`config.mk`:
```
export PLATFORM = sky130hd
export DESIGN_NAME = online_select_otf
export DESIGN_NICKNAME = d
export VERILOG_FILES = /design/src/rtl/online_pkg.sv /design/src/rtl/otf_reg.sv /design/src/rtl/online_select_otf.sv
export SDC_FILE = /design/constraint.sdc
export NUM_CORES = 1
export LEC_CHECK = 0
export CAP_MARGIN = 40
export CORE_UTILIZATION = 45
export CTS_CLUSTER_SIZE = 30
export DETAILED_ROUTE_END_ITERATION = 16
export HOLD_SLACK_MARGIN = 0.15
export MAX_ROUTING_LAYER = met4
export PLACE_DENSITY = 0.88
export SKIP_LAST_GASP = 1
export SLEW_MARGIN = 0
export SYNTH_ARGS = -nofsm -noshare
export SYNTH_HDL_FRONTEND = slang
export SYNTH_SLANG_ARGS = --single-unit
export TNS_END_PERCENT = 10
```
`constraint.sdc`:
```
create_clock -name clk -period 1.8 [get_ports clk]
set_input_delay 0.18 -clock clk [delete_from_list [all_inputs] [get_ports clk]]
set_output_delay 0.18 -clock clk [all_outputs]
set_load 0.1 [all_outputs]
```
`src/rtl/online_pkg.sv`:
```
// Shared constants for the radix-2 online datapath: default sizes,
// digit encoding and the select/convert controller state encoding.
package online_pkg;

  localparam int ONL_RW      = 18;
  localparam int ONL_NDIGITS = 16;
  localparam int ONL_DELTA   = 2;
  localparam int ONL_EW      = 4;

  // digit[1] = negative, digit[0] = nonzero
  localparam logic [1:0] DIG_ZERO = 2'b00;
  localparam logic [1:0] DIG_POS  = 2'b01;
  localparam logic [1:0] DIG_NEG  = 2'b11;

  localparam logic [1:0] ST_IDLE   = 2'b00;
  localparam logic [1:0] ST_WARMUP = 2'b01;
  localparam logic [1:0] ST_RUN    = 2'b10;
  localparam logic [1:0] ST_DONE   = 2'b11;

endpackage

```
`src/rtl/otf_reg.sv`:
```
// On-the-fly converter: Q/QM register pair that turns a {-1,0,+1} digit
// stream into a two's-complement value without carry propagation.
module otf_reg
  import online_pkg::*;
#(
  parameter int NDIGITS = ONL_NDIGITS
) (
  input  logic               clk,
  input  logic               reset,
  input  logic               load,
  input  logic               en,
  input  logic [1:0]         digit,
  output logic [NDIGITS-1:0] q
);

  logic [NDIGITS-1:0] q_q, q_d;
  logic [NDIGITS-1:0] qm_q, qm_d;

  always_comb begin
    q_d  = q_q;
    qm_d = qm_q;
    if (load) begin
      q_d  = '0;
      qm_d = '1;
    end else if (en) begin
      // QM always tracks Q - 1 ulp, so a -1 digit borrows from QM instead of propagating
      case (digit)
        DIG_POS: begin
          q_d  = {q_q[NDIGITS-2:0], 1'b1};
          qm_d = {q_q[NDIGITS-2:0], 1'b0};
        end
        DIG_NEG: begin
          q_d  = {qm_q[NDIGITS-2:0], 1'b1};
          qm_d = {qm_q[NDIGITS-2:0], 1'b0};
        end
        default: begin
          q_d  = {q_q[NDIGITS-2:0], 1'b0};
          qm_d = {qm_q[NDIGITS-2:0], 1'b1};
        end
      endcase
    end
  end

  always_ff @(posedge clk or negedge reset) begin
    if (!reset) begin
      q_q  <= '0;
      qm_q <= '1;
    end else begin
      q_q  <= q_d;
      qm_q <= qm_d;
    end
  end

  assign q = q_q;

endmodule

```
`src/rtl/online_select_otf.sv`:
```
// Digit selection, residual shift/correct and online-delay sequencing
// for the radix-2 online datapath; result conversion lives in otf_reg.
//   state  | meaning
//   IDLE   | waiting for start
//   WARMUP | online delay, accepted steps produce discarded digits
//   RUN    | accepted steps produce result digits
//   DONE   | publish result and pulse done for one cycle
module online_select_otf
  import online_pkg::*;
#(
  parameter int RW      = ONL_RW,
  parameter int NDIGITS = ONL_NDIGITS,
  parameter int DELTA   = ONL_DELTA,
  parameter int EW      = ONL_EW
) (
  input  logic               clk,
  input  logic               reset,
  input  logic               start,
  input  logic               in_valid,
  input  logic [RW-1:0]      ws_in,
  input  logic [RW-1:0]      wc_in,
  output logic [RW-1:0]      ws_fb,
  output logic [RW-1:0]      wc_fb,
  output logic [1:0]         digit,
  output logic               digit_valid,
  output logic [NDIGITS-1:0] result,
  output logic               busy,
  output logic               done
);

  localparam int CNT_W = $clog2(NDIGITS + DELTA + 1);
  localparam logic signed [EW:0] V_POS = (EW+1)'(2);
  localparam logic signed [EW:0] V_NEG = (EW+1)'(-3);
  localparam logic [RW-1:0] QUARTER = {2'b01, {(RW-2){1'b0}}};

  logic [1:0]         state_q, state_d;
  logic [CNT_W-1:0]   cnt_q, cnt_d;
  logic [RW-1:0]      ws_fb_q, ws_fb_d;
  logic [RW-1:0]      wc_fb_q, wc_fb_d;
  logic [1:0]         digit_q, digit_d;
  logic               digit_valid_q, digit_valid_d;
  logic [NDIGITS-1:0] result_q, result_d;
  logic               done_q, done_d;

  logic signed [EW:0] est_v;
  logic [1:0]         sel_dig;
  logic [RW-1:0]      ws_adj;
  logic [RW-1:0]      ws_next;
  logic [RW-1:0]      wc_next;
  logic               otf_load;
  logic               otf_en;
  logic [NDIGITS-1:0] q_val;

  // One extra estimate bit keeps the sum of two EW-bit values exact
  always_comb begin
    est_v = $signed({ws_in[RW-1], ws_in[RW-1 -: EW]})
          + $signed({wc_in[RW-1], wc_in[RW-1 -: EW]});
    sel_dig = DIG_ZERO;
    ws_adj  = ws_in;
    if (est_v >= V_POS) begin
      sel_dig = DIG_POS;
      ws_adj  = ws_in - QUARTER;
    end else if (est_v <= V_NEG) begin
      sel_dig = DIG_NEG;
      ws_adj  = ws_in + QUARTER;
    end
    ws_next = ws_adj << 1;
    wc_next = wc_in << 1;
  end

  always_comb begin
    state_d       = state_q;
    cnt_d         = cnt_q;
    ws_fb_d       = ws_fb_q;
    wc_fb_d       = wc_fb_q;
    digit_d       = digit_q;
    digit_valid_d = 1'b0;
    result_d      = result_q;
    done_d        = 1'b0;
    otf_load      = 1'b0;
    otf_en        = 1'b0;
    case (state_q)
      ST_IDLE: begin
        if (start) begin
          otf_load = 1'b1;
          cnt_d    = '0;
          ws_fb_d  = '0;
          wc_fb_d  = '0;
          state_d  = (DELTA > 0) ? ST_WARMUP : ST_RUN;
        end
      end
      ST_WARMUP: begin
        if (in_valid) begin
          ws_fb_d = ws_next;
          wc_fb_d = wc_next;
          digit_d = sel_dig;
          if (cnt_q == CNT_W'(DELTA - 1)) begin
            cnt_d   = '0;
            state_d = ST_RUN;
          end else begin
            cnt_d = cnt_q + 1'b1;
          end
        end
      end
      ST_RUN: begin
        if (in_valid) begin
          ws_fb_d       = ws_next;
          wc_fb_d       = wc_next;
          digit_d       = sel_dig;
          digit_valid_d = 1'b1;
          otf_en        = 1'b1;
          if (cnt_q == CNT_W'(NDIGITS - 1)) begin
            cnt_d   = '0;
            state_d = ST_DONE;
          end else begin
            cnt_d = cnt_q + 1'b1;
          end
        end
      end
      default: begin
        done_d   = 1'b1;
        result_d = q_val;
        state_d  = ST_IDLE;
      end
    endcase
  end

  always_ff @(posedge clk or negedge reset) begin
    if (!reset) begin
      state_q       <= ST_IDLE;
      cnt_q         <= '0;
      ws_fb_q       <= '0;
      wc_fb_q       <= '0;
      digit_q       <= DIG_ZERO;
      digit_valid_q <= 1'b0;
      result_q      <= '0;
      done_q        <= 1'b0;
    end else begin
      state_q       <= state_d;
      cnt_q         <= cnt_d;
      ws_fb_q       <= ws_fb_d;
      wc_fb_q       <= wc_fb_d;
      digit_q       <= digit_d;
      digit_valid_q <= digit_valid_d;
      result_q      <= result_d;
      done_q        <= done_d;
    end
  end

  otf_reg #(.NDIGITS(NDIGITS)) u_otf (
    .clk   (clk),
    .reset (reset),
    .load  (otf_load),
    .en    (otf_en),
    .digit (sel_dig),
    .q     (q_val)
  );

  assign ws_fb       = ws_fb_q;
  assign wc_fb       = wc_fb_q;
  assign digit       = digit_q;
  assign digit_valid = digit_valid_q;
  assign result      = result_q;
  assign busy        = (state_q == ST_WARMUP) || (state_q == ST_RUN);
  assign done        = done_q;

endmodule

```
* After elaboration in Yosys (flattened, before gate mapping)
Cells that the tools add are included.
Word-level totals: register bits after elaboration 94
Cells by class: $add $sub $neg 4, $lt $le $gt $ge 2, equal/unequal tests 12, mux-type cells 32, reduce and logical (&&, ||, !) cells 11
Operators by type and width (number):
- case mux 18 bit (2 select lines) | 2
- 2-to-1 mux 18 bit | 3
- 2-to-1 mux 17 bit | 2
- 2-to-1 mux 16 bit | 2
- case mux 16 bit (2 select lines) | 1
- 2-to-1 mux 15 bit | 2
- case mux 15 bit (2 select lines) | 1
- 2-to-1 mux 5 bit | 5
- adder 17 bit, second input constant | 1
- subtractor 17 bit, second input constant | 1
- case mux 5 bit (3 select lines) | 1
- 2-to-1 mux 2 bit | 7
- inequality test 2 bit, second input constant | 5
- case mux 2 bit (3 select lines) | 1
- adder 4 x 4 -> 5 bit | 1
- adder 5 x 1 -> 5 bit, second input constant | 1
- equality test 5 x 1 -> 1 bit, second input constant | 1
- equality test 5 x 4 -> 1 bit, second input constant | 1
- greater-or-equal comparator 5 x 3 -> 1 bit, second input constant | 1
- less-or-equal comparator 5 x 3 -> 1 bit, second input constant | 1
- 2-to-1 mux 1 bit | 5
- AND reduction 5 bit | 1
- equality test 2 x 1 -> 1 bit, second input constant | 2
- equality test 2 bit, second input constant | 2
- 10 further kinds | 11

* Depth between registers and ports, before layout
word-level depth 8, mapped depth 9, gate-level depth less buffers 8

* Modules after synthesis
A second synthesis with hierarchy kept.
Unflattened totals: cell total of the unflattened synthesis 441, area, all modules 4560.6 um^2
By module, submodules not included:
- online_select_otf | instances 1, cells each 265, area an instance 2776.4 um^2, sequential area each 1526.5 um^2
- otf_reg | instances 1, cells each 176, area an instance 1784.2 um^2, sequential area each 794.5 um^2

* Worst setup path before layout
Ideal clock, no wire load.
path kind register to register, start register state_q[0], end register ws_fb_q[17], in the netlist ws_fb[17], data arrival time 2517 ps, slack -803 ps, cell stages (with the launch flop) 9, buffers on the path 2, clock period less this slack 2603 ps, cells stage by stage dfrtp_1 inv_1 ha_1 nand2_1 nor2b_1 clkbuf_1 buf_1 nand2_1 o211ai_1
On the way: cells in the longest elaborated chain, start to end 4, elaborated cells on any way between the ends 9, classes of those cells eq/ne: 4; mux: 1; reduce/logical: 4
Ends and longest elaborated chain:
- from (decl) | RTL line online_select_otf.sv:36 | logic [1:0] state_q, state_d;
- from (signal assigned) | RTL line online_select_otf.sv:139 | state_q <= state_d;
- equality test 2 x 1 -> 1 bit or equality test 2 bit (tied branches) | RTL line online_select_otf.sv:82 | case (state_q)
- OR reduction 2 bit (no source line)
- inequality test 2 x 1 -> 1 bit (no source line) or nonzero test 2 bit (tied branches)
- AND reduction 3 bit (no source line)
- to (signal assigned) | RTL line online_select_otf.sv:141 | ws_fb_q <= ws_fb_d;
- to (decl) | RTL line online_select_otf.sv:38 | logic [RW-1:0] ws_fb_q, ws_fb_d;
Parallel ways exist; a longest one is shown, timed or not. A chain may end at the register's enable or synchronous reset.

* Worst setup path after layout
start register state_q[0], end register state_q[1]
On the way: cells in the longest elaborated chain, start to end 3, elaborated cells on any way between the ends 10, classes of those cells eq/ne: 7; mux: 1; reduce/logical: 2
Ends and longest elaborated chain (RTL line):
- equality test 2 bit (tied with other cells) | online_select_otf.sv:82
- inequality test 2 bit (no source line)
- AND reduction 5 bit (no source line)
Parallel ways exist; a longest one is shown, timed or not.

==> reports/qor.csv <==
metric;value;unit
status;finished, violations left;
violations;setup timing;
fin_crit_sh;101;%
fmax;0.550;GHz
drv_slew;0;
r2r-end;state_q[1];
area_growth_syn_to_layout;40.9;%
setup.worst_path.end_class;register;
final_antenna_net_count;0;
port-buffer-count;94;
start_util;47.2;%
grt_pass1_wl;17500;um
synth_seq_area_share;55.6;%
cts_buffers;9;
grt.busiest_layer;met2;
via_per_inst;5.60;
async_reset_ff_share;100;%
drc;0;
cp_max_fo;5;
rsz0062_at_grt;true;
die_h;98.4;um
grt_pass1_vias;3641;
grt_use_met3;5.80;%
path_class;register to register;
clockRootBuffer;clkbuf_8;
place_ws;-1020;ps
synth_area;4180;um^2
start_kind;register;
period_minus_slack;1820;ps
finalWorstSetupSlack;-18.8;ps
slew_headroom;64.3;%
skew;10.3;ps
worstPathRequired;2060;ps
setup-violations-final;2;
grt_use_met1;28.3;%
drtIter0Drc;212;
rr_startpoint;state_q[0];
r2r.worst_path.cells;7;
reg2reg_slack;-20;ps
met2_usage;38.2;%
cts_tree;done;
io-pin-count;97;
final_common_cell;buf_4;
synth_cell_types;43;
min_to;wc_fb[16];
synth_area_per_cell;11.1;um^2
dp.cells;604;
grt.overflow.total;0;
num_vias;3549;
gp_congestion;0.880;
cts.reportedPaths.clkPinSlew;90;ps
dr.pass1.iters;7;
maxCapViolations;0;
antenna_cells;0;
grt_use_total;23.6;%
clock-sinks;92;
synthFlopType;dfrtp_1;
grt_max_degree;42;
tightest_slew;536;ps
final_cells;634;
crit_chain;inv_1, ha_2, nor2_1, o21ai_0, nand2b_1, nor2b_2, mux2_2;
min-delay-path-class;primary input to register;
hpwl;7170;um
antenna_found_initial;0;
worstHoldPathCells;3;
post_drt_wl_per_cell;16.9;um
coreArea;8850;um^2
multiInputGateArea;1880;um^2
timing_hold_violations_final;0;
synth_enable_flop_cells;0;
nFillCells;615;
ys_ff_latch;92;
die-area;9670;um^2
worstHoldStart;wc_in[15];
synthCells;378;
htree_levels;3;
final_cell_mix;buf_4, dfrtp_1, nand2_1, clkdlybuf4s50_1, a22o_1;
clkLatencyLatePin;370;ps
crit_arrival;2080;ps
clockBufferDepth;2;
drive_gt1_share;38.2;%
max_stage_delay;420;ps
die_w;98.4;um
yosysWarnings;0;
cp_slowest_cell;dfrtp_1;
wl;10700;um
rows;34;
seqCellArea;2320;um^2
nets;574;
## Yosys cell counts (2+ instances only)
library cell	count	share of area, %
a21o_1	3	0.54
nand3_1	18	2.2
buf_2	2	0.24
nand2b_1	6	0.90
nand2_1	40	3.6
a22o_1	27	5.7
nor2b_1	3	0.45
o211ai_1	2	0.36
a21oi_1	4	0.48
o2bb2ai_1	2	0.42
inv_1	13	1.2
nor2_1	17	1.5
mux2i_1	15	3.6
buf_4	2	0.36
a2111oi_0	2	0.42
dfrtp_1	77	46
clkbuf_1	16	1.4
nand4_1	2	0.30
or3_1	2	0.30
a211oi_1	2	0.36
ha_1	12	3.6
mux2_2	18	4.9
o21ai_0	36	4.3
o21ai_1	9	1.1
a31oi_1	15	2.2
and3_1	2	0.30
dfstp_2	15	9.4
## critical path: cells and delay by family, from the launching register on
family	cells	cell delay, ps
buf+inv	1	110
fa+ha+maj	1	250
compound gates	1	100
mux	1	340
flops	1	420
simple gates	3	500
## cells by family (layout without fill, tap and decap cells)
kind of cell,Yosys count,count (layout),share of synthesized area [%]
flops,92,92,55.6
fa+ha+maj,13,13,4.07
buf+inv,35,182,3.65
other cells,1,2,0.0898
simple gates,94,94,10.4
mux,33,33,8.45
xor+xnor,1,1,0.210
compound gates,109,109,17.6
## flip-flops by register name (all words and copies together), names as in the netlist, 2 cells and up
name,cells
cnt_q,5
state_q,2
result,16
u_otf.qm_q,15
wc_fb,17
digit,2
ws_fb,17
u_otf.q,16
## per-layer routing
layer	part of all wire, %	routed length, um
met1	42	4500
met2	50	5400
met3	4.8	517
met4	3.1	329
met5	0	0
## timing repair
action / in CTS / in global routing
setup endpoints to repair: 39 / 69
setup buffers: 6 / 5
pin swaps: 15 / 8
hold buffers: 3 / 0
endpoints found under the hold margin: 40 / 0
gates resized for setup: 53 / 16
## metrics by stage
step	hold WS [ps]	setup TNS, ps	instance area (um^2)	util, %
after CTS	255	-328	5810	65.6
after detailed placement	199	-30610	5450	61.6
final	169	-22.7	5890	66.5
after global routing	173	-1090	5890	66.5
after global placement	187	-26530	5450	61.6
after floorplan	-116	-5740	4240	-
## layout make-up
class,instances,share of cell area (%)
Sequential cell,92,39.4
Multi-Input combinational cell,252,32.0
Timing Repair Buffer,153,22.2
Clock buffer,12,2.64
Tap cell,108,2.30
Inverter,13,0.829
Clock inverter,4,0.574
## worst max-delay path by stage
stage          startpoint         end  slack, ps  cells after the start
3_5_place_dp    ws_in[14]  u_otf.q[8]      -1020                      9
6_report       state_q[0]  state_q[1]        -20                      7
2_1_floorplan   ws_in[14]   ws_fb[17]       -280                      8
4_1_cts          cnt_q[0]    cnt_q[0]        -60                      8
5_1_grt        state_q[0]  state_q[1]       -110                      7
3_3_place_gp    ws_in[14]   ws_fb[17]       -870                      9
Power is left out: the tool's default activity adds up to more than one toggle a clock period on the data nets, which glitch-free logic cannot reach.
